`config.mk`:
```
export PLATFORM = sky130hd
export DESIGN_NAME = vga_frame_grabber_flat
export DESIGN_NICKNAME = d
export VERILOG_FILES = /design/src/rtl/vga_frame_grabber_if.sv /design/src/rtl/vga_frame_grabber.sv /design/src/flat_wrapper.sv
export SDC_FILE = /design/constraint.sdc
export NUM_CORES = 1
export LEC_CHECK = 0
export CAP_MARGIN = 30
export CORE_MARGIN = 3
export CORE_UTILIZATION = 53
export CTS_BUF_LIST = sky130_fd_sc_hd__clkbuf_2 sky130_fd_sc_hd__clkbuf_4 sky130_fd_sc_hd__clkbuf_8
export DETAILED_ROUTE_END_ITERATION = 10
export PLACE_DENSITY = 0.81
export SETUP_SLACK_MARGIN = 0.15
export SLEW_MARGIN = 20
export SYNTH_ARGS = -nofsm -noshare
export SYNTH_HDL_FRONTEND = slang
export SYNTH_SLANG_ARGS = --single-unit
```
`constraint.sdc`:
```
create_clock -name clock_25 -period 5.5 [get_ports clock_25]
set_input_delay 1.1 -clock clock_25 [delete_from_list [all_inputs] [get_ports clock_25]]
set_output_delay 1.1 -clock clock_25 [all_outputs]
set_load 0.005 [all_outputs]
```
`src/rtl/vga_frame_grabber_if.sv`:
```
// Pixel-path bundle for vga_frame_grabber: VGA inputs, arm/control, and the tagged pixel stream.
// master = the grabber, slave = the VGA source plus stream sink and controller.
interface vga_frame_grabber_if #(
    parameter int unsigned COLOR_W = 8,
    parameter int unsigned NFRM_W  = 8
);
    logic                   vga_vs;
    logic                   vga_blank_n;
    logic [COLOR_W-1:0]     vga_r;
    logic [COLOR_W-1:0]     vga_g;
    logic [COLOR_W-1:0]     vga_b;
    logic                   start;
    logic [NFRM_W-1:0]      num_frames;
    logic [3*COLOR_W-1:0]   pix_data;
    logic                   pix_valid;
    logic                   pix_ready;
    logic                   pix_eol;
    logic                   pix_eof;
    logic [NFRM_W-1:0]      frame_idx;
    logic                   busy;
    logic                   done;
    logic                   overflow;
    logic                   frame_err;

    modport master (
        input  vga_vs, vga_blank_n, vga_r, vga_g, vga_b, start, num_frames, pix_ready,
        output pix_data, pix_valid, pix_eol, pix_eof, frame_idx, busy, done, overflow, frame_err
    );

    modport slave (
        output vga_vs, vga_blank_n, vga_r, vga_g, vga_b, start, num_frames, pix_ready,
        input  pix_data, pix_valid, pix_eol, pix_eof, frame_idx, busy, done, overflow, frame_err
    );
endinterface

```
`src/rtl/vga_frame_grabber.sv`:
```
// Captures NUM_FRAMES VGA frames into a FWFT FIFO feeding a valid/ready stream with EOL/EOF tags.
// Optional BMP header words per frame when VGA_GRABBER_BMP_HEADER_EN is defined.
module vga_frame_grabber #(
    parameter int unsigned H_ACTIVE   = 640,
    parameter int unsigned V_ACTIVE   = 480,
    parameter int unsigned COLOR_W    = 8,
    parameter int unsigned FIFO_DEPTH = 16,
    parameter int unsigned NFRM_W     = 8
) (
    input logic                clock_25,
    input logic                reset_n,
    vga_frame_grabber_if.master bus
);
    localparam int unsigned PIX_W  = 3 * COLOR_W;
    localparam int unsigned WORD_W = PIX_W + 2;
    localparam int unsigned COL_W  = $clog2(H_ACTIVE + 1);
    localparam int unsigned ROW_W  = $clog2(V_ACTIVE + 1);
    localparam int unsigned PTR_W  = $clog2(FIFO_DEPTH);
    localparam int unsigned CNT_W  = PTR_W + 1;

    localparam logic [COL_W-1:0] COL_MAX  = COL_W'(H_ACTIVE);
    localparam logic [COL_W-1:0] COL_LAST = COL_W'(H_ACTIVE - 1);
    localparam logic [ROW_W-1:0] ROW_LAST = ROW_W'(V_ACTIVE - 1);
    localparam logic [CNT_W-1:0] CNT_FULL = CNT_W'(FIFO_DEPTH);

`ifdef VGA_GRABBER_BMP_HEADER_EN
    typedef enum logic [2:0] {StIdle, StHdr, StWaitVs, StCapture, StDrain} state_e;
`else
    typedef enum logic [1:0] {StIdle, StWaitVs, StCapture, StDrain} state_e;
`endif

    state_e              state_q;
    logic [ROW_W-1:0]    row_q;
    logic [COL_W-1:0]    col_q;
    logic [NFRM_W-1:0]   frames_left_q;
    logic [NFRM_W-1:0]   frame_idx_q;
    logic                trunc_q, busy_q, done_q, overflow_q, frame_err_q;

    // Input sampling: one register stage, plus the previous value for edge detection.
    logic                vs_q, vs_prev_q, blank_q, blank_prev_q;
    logic [PIX_W-1:0]    pix_q;
    logic                vs_fall, blank_fall;

    always_ff @(posedge clock_25 or negedge reset_n) begin
        if (!reset_n) begin
            vs_q         <= 1'b0;
            vs_prev_q    <= 1'b0;
            blank_q      <= 1'b0;
            blank_prev_q <= 1'b0;
            pix_q        <= '0;
        end else begin
            vs_q         <= bus.vga_vs;
            vs_prev_q    <= vs_q;
            blank_q      <= bus.vga_blank_n;
            blank_prev_q <= blank_q;
            pix_q        <= {bus.vga_b, bus.vga_g, bus.vga_r};
        end
    end

    assign vs_fall    = vs_prev_q & ~vs_q;
    assign blank_fall = blank_prev_q & ~blank_q;

    // FIFO: word = {pixel, eol, eof}
    logic [WORD_W-1:0]   mem [FIFO_DEPTH];
    logic [PTR_W-1:0]    wr_ptr_q, rd_ptr_q;
    logic [CNT_W-1:0]    count_q;
    logic                push_req, push_ok, pop, full, pix_push, eol, drain_go;
    logic [WORD_W-1:0]   push_word, head;

    assign full     = (count_q == CNT_FULL);
    assign pop      = (count_q != '0) & bus.pix_ready;
    assign push_ok  = push_req & (~full | pop);
    assign pix_push = (state_q == StCapture) & blank_q & (col_q < COL_MAX);
    assign eol      = (col_q == COL_LAST);

`ifdef VGA_GRABBER_BMP_HEADER_EN
    localparam int unsigned HDR_WORDS = 18;
    localparam logic [31:0] IMG_SIZE  = 32'(3 * H_ACTIVE * V_ACTIVE);

    if (COLOR_W != 8) begin : g_bad_color_w
        $error("BMP header output requires COLOR_W == 8");
    end

    logic [4:0] hdr_cnt_q;
    logic       hdr_phase, hdr_last;

    // Each header field is little-endian: pick the field, then the byte offset inside it.
    function automatic logic [7:0] hdr_byte(input int unsigned i);
        logic [31:0] v;
        int unsigned o;
        v = '0;
        o = 0;
        if (i < 2)       begin v = 32'h0000_4D42;       o = i;      end
        else if (i < 6)  begin v = IMG_SIZE + 32'd54;   o = i - 2;  end
        else if (i < 10) begin v = '0;                  o = 0;      end
        else if (i < 14) begin v = 32'd54;              o = i - 10; end
        else if (i < 18) begin v = 32'd40;              o = i - 14; end
        else if (i < 22) begin v = 32'(H_ACTIVE);       o = i - 18; end
        else if (i < 26) begin v = 32'(V_ACTIVE);       o = i - 22; end
        else if (i < 28) begin v = 32'd1;               o = i - 26; end
        else if (i < 30) begin v = 32'd24;              o = i - 28; end
        else if (i < 34) begin v = '0;                  o = 0;      end
        else if (i < 38) begin v = IMG_SIZE;            o = i - 34; end
        else if (i < 42) begin v = 32'h1625;            o = i - 38; end
        else if (i < 46) begin v = 32'h1625;            o = i - 42; end
        return 8'(v >> (8 * o));
    endfunction

    function automatic logic [23:0] hdr_word(input int unsigned k);
        return {hdr_byte(3 * k + 2), hdr_byte(3 * k + 1), hdr_byte(3 * k)};
    endfunction

    assign hdr_phase = (state_q == StHdr) |
                       ((state_q == StDrain) & (frames_left_q > NFRM_W'(1)));
    assign hdr_last  = hdr_phase & push_ok & (hdr_cnt_q == 5'(HDR_WORDS - 1));
    assign drain_go  = hdr_last;
`else
    assign drain_go  = 1'b1;
`endif

    always_comb begin
        push_req  = pix_push;
        push_word = {pix_q, eol, eol & (row_q == ROW_LAST)};
`ifdef VGA_GRABBER_BMP_HEADER_EN
        // Header words stall on a full FIFO instead of being dropped.
        if (hdr_phase) begin
            push_req  = 1'b1;
            push_word = {PIX_W'(hdr_word(32'(hdr_cnt_q))), 2'b00};
        end
`endif
    end

    always_ff @(posedge clock_25) begin
        if (push_ok) mem[wr_ptr_q] <= push_word;
    end

    always_ff @(posedge clock_25 or negedge reset_n) begin
        if (!reset_n) begin
            wr_ptr_q <= '0;
            rd_ptr_q <= '0;
            count_q  <= '0;
        end else begin
            if (push_ok) wr_ptr_q <= wr_ptr_q + PTR_W'(1);
            if (pop)     rd_ptr_q <= rd_ptr_q + PTR_W'(1);
            if (push_ok & ~pop)      count_q <= count_q + CNT_W'(1);
            else if (~push_ok & pop) count_q <= count_q - CNT_W'(1);
        end
    end

    always_ff @(posedge clock_25 or negedge reset_n) begin
        if (!reset_n) begin
            state_q       <= StIdle;
            row_q         <= '0;
            col_q         <= '0;
            frames_left_q <= '0;
            frame_idx_q   <= '0;
            trunc_q       <= 1'b0;
            busy_q        <= 1'b0;
            done_q        <= 1'b0;
            overflow_q    <= 1'b0;
            frame_err_q   <= 1'b0;
`ifdef VGA_GRABBER_BMP_HEADER_EN
            hdr_cnt_q     <= '0;
`endif
        end else begin
            done_q <= 1'b0;
            if (pix_push & ~push_ok) overflow_q <= 1'b1;
`ifdef VGA_GRABBER_BMP_HEADER_EN
            if (hdr_phase & push_ok) hdr_cnt_q <= hdr_last ? '0 : hdr_cnt_q + 5'd1;
`endif
            unique case (state_q)
                StIdle: begin
                    if (bus.start) begin
                        frames_left_q <= (bus.num_frames == '0) ? NFRM_W'(1) : bus.num_frames;
                        busy_q        <= 1'b1;
                        overflow_q    <= 1'b0;
                        frame_err_q   <= 1'b0;
                        frame_idx_q   <= '0;
`ifdef VGA_GRABBER_BMP_HEADER_EN
                        state_q       <= StHdr;
`else
                        state_q       <= StWaitVs;
`endif
                    end
                end
`ifdef VGA_GRABBER_BMP_HEADER_EN
                StHdr: begin
                    if (hdr_last) state_q <= StWaitVs;
                end
`endif
                StWaitVs: begin
                    if (vs_fall) begin
                        row_q   <= '0;
                        col_q   <= '0;
                        state_q <= StCapture;
                    end
                end
                StCapture: begin
                    if (vs_fall) begin
                        frame_err_q <= 1'b1;
                        trunc_q     <= 1'b1;
                        state_q     <= StDrain;
                    end else if (blank_fall && col_q != '0) begin
                        col_q <= '0;
                        row_q <= row_q + ROW_W'(1);
                        if (row_q == ROW_LAST) begin
                            trunc_q <= 1'b0;
                            state_q <= StDrain;
                        end
                    end else if (blank_q && col_q != COL_MAX) begin
                        col_q <= col_q + COL_W'(1);
                    end
                end
                StDrain: begin
                    if (frames_left_q > NFRM_W'(1)) begin
                        if (drain_go) begin
                            frames_left_q <= frames_left_q - NFRM_W'(1);
                            frame_idx_q   <= frame_idx_q + NFRM_W'(1);
                            row_q         <= '0;
                            col_q         <= '0;
                            // A truncating VS edge already opened the next frame.
                            state_q       <= trunc_q ? StCapture : StWaitVs;
                        end
                    end else if (count_q == '0) begin
                        done_q  <= 1'b1;
                        busy_q  <= 1'b0;
                        state_q <= StIdle;
                    end
                end
                default: state_q <= StIdle;
            endcase
        end
    end

    assign head          = mem[rd_ptr_q];
    assign bus.pix_valid = (count_q != '0);
    assign bus.pix_data  = bus.pix_valid ? head[WORD_W-1:2] : '0;
    assign bus.pix_eol   = bus.pix_valid & head[1];
    assign bus.pix_eof   = bus.pix_valid & head[0];
    assign bus.frame_idx = frame_idx_q;
    assign bus.busy      = busy_q;
    assign bus.done      = done_q;
    assign bus.overflow  = overflow_q;
    assign bus.frame_err = frame_err_q;
endmodule

```
`src/flat_wrapper.sv`:
```
// flat-port wrapper written by rule: the top's interface ports become plain ports
module vga_frame_grabber_flat 
#(
    parameter int unsigned H_ACTIVE   = 640,
    parameter int unsigned V_ACTIVE   = 480,
    parameter int unsigned COLOR_W    = 8,
    parameter int unsigned FIFO_DEPTH = 16,
    parameter int unsigned NFRM_W     = 8
)
  (clock_25, reset_n, bus_vga_vs, bus_vga_blank_n, bus_vga_r, bus_vga_g, bus_vga_b, bus_start, bus_num_frames, bus_pix_ready, bus_pix_data, bus_pix_valid, bus_pix_eol, bus_pix_eof, bus_frame_idx, bus_busy, bus_done, bus_overflow, bus_frame_err);
  vga_frame_grabber_if #(.COLOR_W(COLOR_W), .NFRM_W(NFRM_W)) bus_i ();
  input logic clock_25;
  input logic reset_n;
  input wire logic [$bits(bus_i.vga_vs)-1:0] bus_vga_vs;
  input wire logic [$bits(bus_i.vga_blank_n)-1:0] bus_vga_blank_n;
  input wire logic [$bits(bus_i.vga_r)-1:0] bus_vga_r;
  input wire logic [$bits(bus_i.vga_g)-1:0] bus_vga_g;
  input wire logic [$bits(bus_i.vga_b)-1:0] bus_vga_b;
  input wire logic [$bits(bus_i.start)-1:0] bus_start;
  input wire logic [$bits(bus_i.num_frames)-1:0] bus_num_frames;
  input wire logic [$bits(bus_i.pix_ready)-1:0] bus_pix_ready;
  output wire logic [$bits(bus_i.pix_data)-1:0] bus_pix_data;
  output wire logic [$bits(bus_i.pix_valid)-1:0] bus_pix_valid;
  output wire logic [$bits(bus_i.pix_eol)-1:0] bus_pix_eol;
  output wire logic [$bits(bus_i.pix_eof)-1:0] bus_pix_eof;
  output wire logic [$bits(bus_i.frame_idx)-1:0] bus_frame_idx;
  output wire logic [$bits(bus_i.busy)-1:0] bus_busy;
  output wire logic [$bits(bus_i.done)-1:0] bus_done;
  output wire logic [$bits(bus_i.overflow)-1:0] bus_overflow;
  output wire logic [$bits(bus_i.frame_err)-1:0] bus_frame_err;
  assign bus_i.vga_vs = bus_vga_vs;
  assign bus_i.vga_blank_n = bus_vga_blank_n;
  assign bus_i.vga_r = bus_vga_r;
  assign bus_i.vga_g = bus_vga_g;
  assign bus_i.vga_b = bus_vga_b;
  assign bus_i.start = bus_start;
  assign bus_i.num_frames = bus_num_frames;
  assign bus_i.pix_ready = bus_pix_ready;
  assign bus_pix_data = bus_i.pix_data;
  assign bus_pix_valid = bus_i.pix_valid;
  assign bus_pix_eol = bus_i.pix_eol;
  assign bus_pix_eof = bus_i.pix_eof;
  assign bus_frame_idx = bus_i.frame_idx;
  assign bus_busy = bus_i.busy;
  assign bus_done = bus_i.done;
  assign bus_overflow = bus_i.overflow;
  assign bus_frame_err = bus_i.frame_err;
  vga_frame_grabber #(.H_ACTIVE(H_ACTIVE), .V_ACTIVE(V_ACTIVE), .COLOR_W(COLOR_W), .FIFO_DEPTH(FIFO_DEPTH), .NFRM_W(NFRM_W)) u_core (.clock_25(clock_25), .reset_n(reset_n), .bus(bus_i));
endmodule
```
==> run summary <==
The run finished with clean final reports. The power share of the sequential group was 0.429. Wire segments on met2 add up to 21,100 um in the final route.

Arrival time at the worst endpoint: 3.54 ns. The tools report the worst-case vdd ir drop as 0.335 mV. At the pin with the least slew margin, the transition time is 0.963 ns. The run gives 0.545 as the initial core utilization.

Across the routed clock network, the largest skew measured is 0.0256 ns. The total via count after detailed routing is 10,100, and the met3 wirelength from detailed routing is 3110 um. The global-route wire length before repair was 63,200 um; the share of cells above drive strength 1 was 0.253. The per-instance average area after synthesis is 19.8 um^2. The part of the Yosys area used for sequential elements was 0.741; the area growth from synthesis to final layout was 15.7%.

TritonCTS created 78 clock buffers. For the antenna violation net count after detailed routing, the log shows 0. The number of buffers between clock root and the deepest sink was 3; the mean routed wirelength per cell was 25.1 um. CTS placed an instance of sky130_fd_sc_hd__clkbuf_8 at the clock tree root. After floorplanning, the core was sized to cover 36,100 um^2.

The net switching component of the power is 3.16 mW. The combinational power share was 0.290. The number of I/O pins is 77. The floorplan step defined a die boundary enclosing 39,500 um^2. Setup repair after global routing left no endpoint under its margin.

The run gives 0 as the initial antenna violation count. After global routing the overflow that remains totals 0. The share of synthesized registers carrying an async set or reset works out to 0.166. The type of the tightest min-delay check was flop to flop. The worst slew margin relative to its limit was 0.358; the via density per instance was 6.10. The maximum number of pins on one net before global-route repair is 57, and the maximum clock frequency is 215 MHz. In this run the power density over the cells is 485 nW/um^2.

For the required time of the worst setup path, the log shows 4.40 ns. The setup slack after layout was 0.859 ns. TritonCTS built the clock tree. The number of gates resized after cts is 0, and the number of global-route vias before repair is 10,500. The deepest level of the CTS H-tree came out at 3. Setup-violating endpoint count in the final report: 0.

Wires add up to 41,700 um. The detailed router finished its first iteration with 848 violations. Routability-driven placement finished with a final weighted congestion of 0.766. The path type of the worst setup path was flop to primary output.

Subtracting the final worst setup slack from the clock period gives 4.64 ns. STA classifies the critical path startpoint as a flop. STA classifies the critical path endpoint as a primary output. The clock network fraction of design power was 0.280; the leakage power summed over all cells was 7.63 nW. The first TritonRoute pass finished after 7 iterations. The mapped netlist covers 19,700 um^2. Hold repair after CTS inserted 0 buffers. After routing, the total negative slack on setup checks comes to 0 ns. Input and output buffers added on the ports amount to 76. The final layout net count was 1,189; the biggest fanout along the worst timing path was 51.

The switching part of the total was 0.286; the setup slack at placement was 1.49 ns. The die is 199 um wide. The tools report the synthesized instance count as 992. The final worst-path cycle share was 0.844; the internal cell power was 7.88 mW.

Counting flops with a built-in enable in the synthesized netlist gives 416. The die height was 199 um. 0 antenna diodes ended up in the layout.

After clock tree synthesis, the clock-pin slew on the worst setup and hold paths is 0.06 ns. The number of unique standard cell types used by synthesis is 55, and the detailed placer's ending HPWL is 23,400 um. Clock latency on the worst-skew pair, taken at its later pin, is 0.63 ns. In the synthesized netlist the dominant register cell turns out to be sky130_fd_sc_hd__edfxtp_1. The overall global routing resource usage was 0.217; the buffers inserted during post-CTS setup optimization was 0. The tools report the wire length on met1 as 16,500 um.

In this run, synthesis produced a sequential element count of 499. The total number of clock tree sinks is 499, and the net count after synthesis is 1,046. The top metal layer carrying routed signals was met4.

The logs give 0 for the number of max-cap violations and 0 for the final routed DRC violation total. The number of slew-limit violations in the final report was 0. The tools report the number of standard-cell rows in the floorplan as 69. The utilization after layout was 0.631.

Count of endpoints failing hold in the final timing report: 0. For this run, the number of Yosys warnings is 0.
-- state kept, by name (all words and copies together), names as in the netlist, 2 cells and up --
| signal | count |
|---|---|
| u_core.count_q | 5 |
| u_core.row_q | 9 |
| u_core.wr_ptr_q | 4 |
| u_core.col_q | 10 |
| u_core.frames_left_q | 8 |
| u_core.rd_ptr_q | 4 |
| u_core.state_q | 2 |
| u_core.pix_q | 24 |
| u_core.bus.frame_idx | 8 |
| u_core.mem | 416 |
-- per-layer routing --
metal / vias to the layer above / GRT usage
li1: 4344 / -
met1: 5246 / 0.295
met2: 455 / 0.354
met3: 67 / 0.0486
met4: 0 / 0.0703
met5: - / 0
-- synthesized netlist by cell type, drive strengths merged (2+ instances only) --
library cell  instances  share of area
o21ai                30         0.0076
nand2b                4         0.0013
ha                   15         0.0095
a41oi                 3         0.0013
xor2                  6         0.0027
edfxtp              416           0.64
or3                   3        0.00095
nand2                34         0.0065
xnor2                 9         0.0040
dfrtp                83           0.11
and4                  4         0.0018
inv                  14         0.0027
clkbuf               26         0.0050
nor3b                 3         0.0014
o22ai                 2        0.00064
buf                  20         0.0069
a21o                  3         0.0011
a311oi                2        0.00089
nor2                 33         0.0063
nor4                  8         0.0029
o22a                  5         0.0022
nand3b                2        0.00076
and2                 35          0.011
nor2b                 4         0.0013
nand4                 7         0.0022
mux2                  5         0.0029
a21oi                27         0.0069
a31oi                11         0.0035
nor3                 10         0.0025
nand3                14         0.0036
mux4                130           0.15
and3                  9         0.0029
-- area by class of cell --
| type | count | area, um^2 |
|---|---|---|
| Multi-Input combinational cell | 433 | 4820 |
| Tap cell | 461 | 577 |
| Sequential cell | 499 | 14600 |
| Clock inverter | 27 | 165 |
| Timing Repair Buffer | 109 | 1150 |
| Inverter | 14 | 52.6 |
| Fill cell | 2342 | 13300 |
| Clock buffer | 116 | 1420 |
-- cell usage in the layout (no fill, tap or decap), types with 3 or more instances in the layout --
cell,n
sky130_fd_sc_hd__a21oi_1,27
sky130_fd_sc_hd__dfrtp_1,80
sky130_fd_sc_hd__and4_1,4
sky130_fd_sc_hd__mux2_2,4
sky130_fd_sc_hd__mux4_2,130
sky130_fd_sc_hd__or3_1,3
sky130_fd_sc_hd__nor4_1,6
sky130_fd_sc_hd__buf_4,22
sky130_fd_sc_hd__edfxtp_1,416
sky130_fd_sc_hd__nor2b_1,4
sky130_fd_sc_hd__clkinv_2,4
sky130_fd_sc_hd__clkbuf_8,87
sky130_fd_sc_hd__a41oi_1,3
sky130_fd_sc_hd__a21o_1,3
sky130_fd_sc_hd__buf_12,6
sky130_fd_sc_hd__nand3_1,14
sky130_fd_sc_hd__xnor2_1,9
sky130_fd_sc_hd__and2_1,35
sky130_fd_sc_hd__nor3_1,10
sky130_fd_sc_hd__nor2_1,33
sky130_fd_sc_hd__inv_1,13
sky130_fd_sc_hd__clkinv_1,16
sky130_fd_sc_hd__o22a_1,5
sky130_fd_sc_hd__nand4_1,7
sky130_fd_sc_hd__o21ai_0,28
sky130_fd_sc_hd__buf_8,4
sky130_fd_sc_hd__nand2_1,34
sky130_fd_sc_hd__a31oi_1,11
sky130_fd_sc_hd__clkdlybuf4s50_1,75
sky130_fd_sc_hd__ha_1,15
sky130_fd_sc_hd__xor2_1,6
sky130_fd_sc_hd__clkbuf_4,29
sky130_fd_sc_hd__and3_1,9
sky130_fd_sc_hd__nand2b_1,4
-- cells by family after synthesis --
| family | after synthesis | share of synthesized area |
|---|---|---|
| flip-flops | 499 | 0.741 |
| AO/OA/AOI/OAI | 93 | 0.0285 |
| multiplexers | 136 | 0.152 |
| AND/OR/NAND/NOR | 173 | 0.0466 |
| adder cells (fa/ha/maj) | 16 | 0.0106 |
| XOR/XNOR | 15 | 0.00668 |
| buffers and inverters | 60 | 0.0146 |
-- per-stage QoR --
| step | hold WS (ns) | std cells | power [mW] | area, um^2 |
|---|---|---|---|---|
| 2_1_floorplan | 0.366 | 992 | 6.87 | 19700 |
| 3_3_place_gp | 0.380 | 1508 | 7.90 | 21000 |
| 3_5_place_dp | 0.386 | 1513 | 8.06 | 21100 |
| 4_1_cts | 0.399 | 1656 | 11.2 | 22700 |
| 5_1_grt | 0.432 | 1659 | 11.6 | 22800 |
| 6_report | 0.396 | 1659 | 11.0 | 22800 |
-- power groups by stage --
stage	logic [mW]	clock network (mW)	registers, mW
2_1_floorplan	2.28	0	4.59
3_3_place_gp	3.01	0	4.90
3_5_place_dp	3.24	0	4.82
4_1_cts	3.26	3.15	4.74
5_1_grt	3.46	3.33	4.78
6_report	3.21	3.09	4.74
-- path summary, 6_finish.rpt --
| kind | startpoint | end | slack, ns | depth (start not counted) |
|---|---|---|---|---|
| min in group asynchronous | reset_n | u_core.row_q[1]$_DFFE_PN0P_ | 0.58 | 1 |
| max in group asynchronous | reset_n | u_core.rd_ptr_q[1]$_DFFE_PN0P_ | 3.91 | 2 |
| worst min register to register | u_core.vs_q$_DFF_PN0_ | u_core.vs_prev_q$_DFF_PN0_ | 0.40 | 0 |
| worst min-delay path | u_core.vs_q$_DFF_PN0_ | u_core.vs_prev_q$_DFF_PN0_ | 0.40 | 0 |
| worst max register to register | u_core.count_q[0]$_DFFE_PN0P_ | u_core.count_q[4]$_DFFE_PN0P_ | 1.90 | 12 |
| worst max-delay path | u_core.rd_ptr_q[1]$_DFFE_PN0P_ | bus_pix_data[2] | 0.86 | 6 |
-- worst max-delay path, stage by stage, from the launching register on --
cell                              delay, ns
sky130_fd_sc_hd__dfrtp_4               0.75
sky130_fd_sc_hd__buf_16                0.35
sky130_fd_sc_hd__buf_4                 0.31
sky130_fd_sc_hd__mux4_2                0.34
sky130_fd_sc_hd__mux4_2                0.47
sky130_fd_sc_hd__and2_1                0.20
sky130_fd_sc_hd__clkdlybuf4s50_1       0.45
No activity file was read; power rests on OpenSTA's default activity.
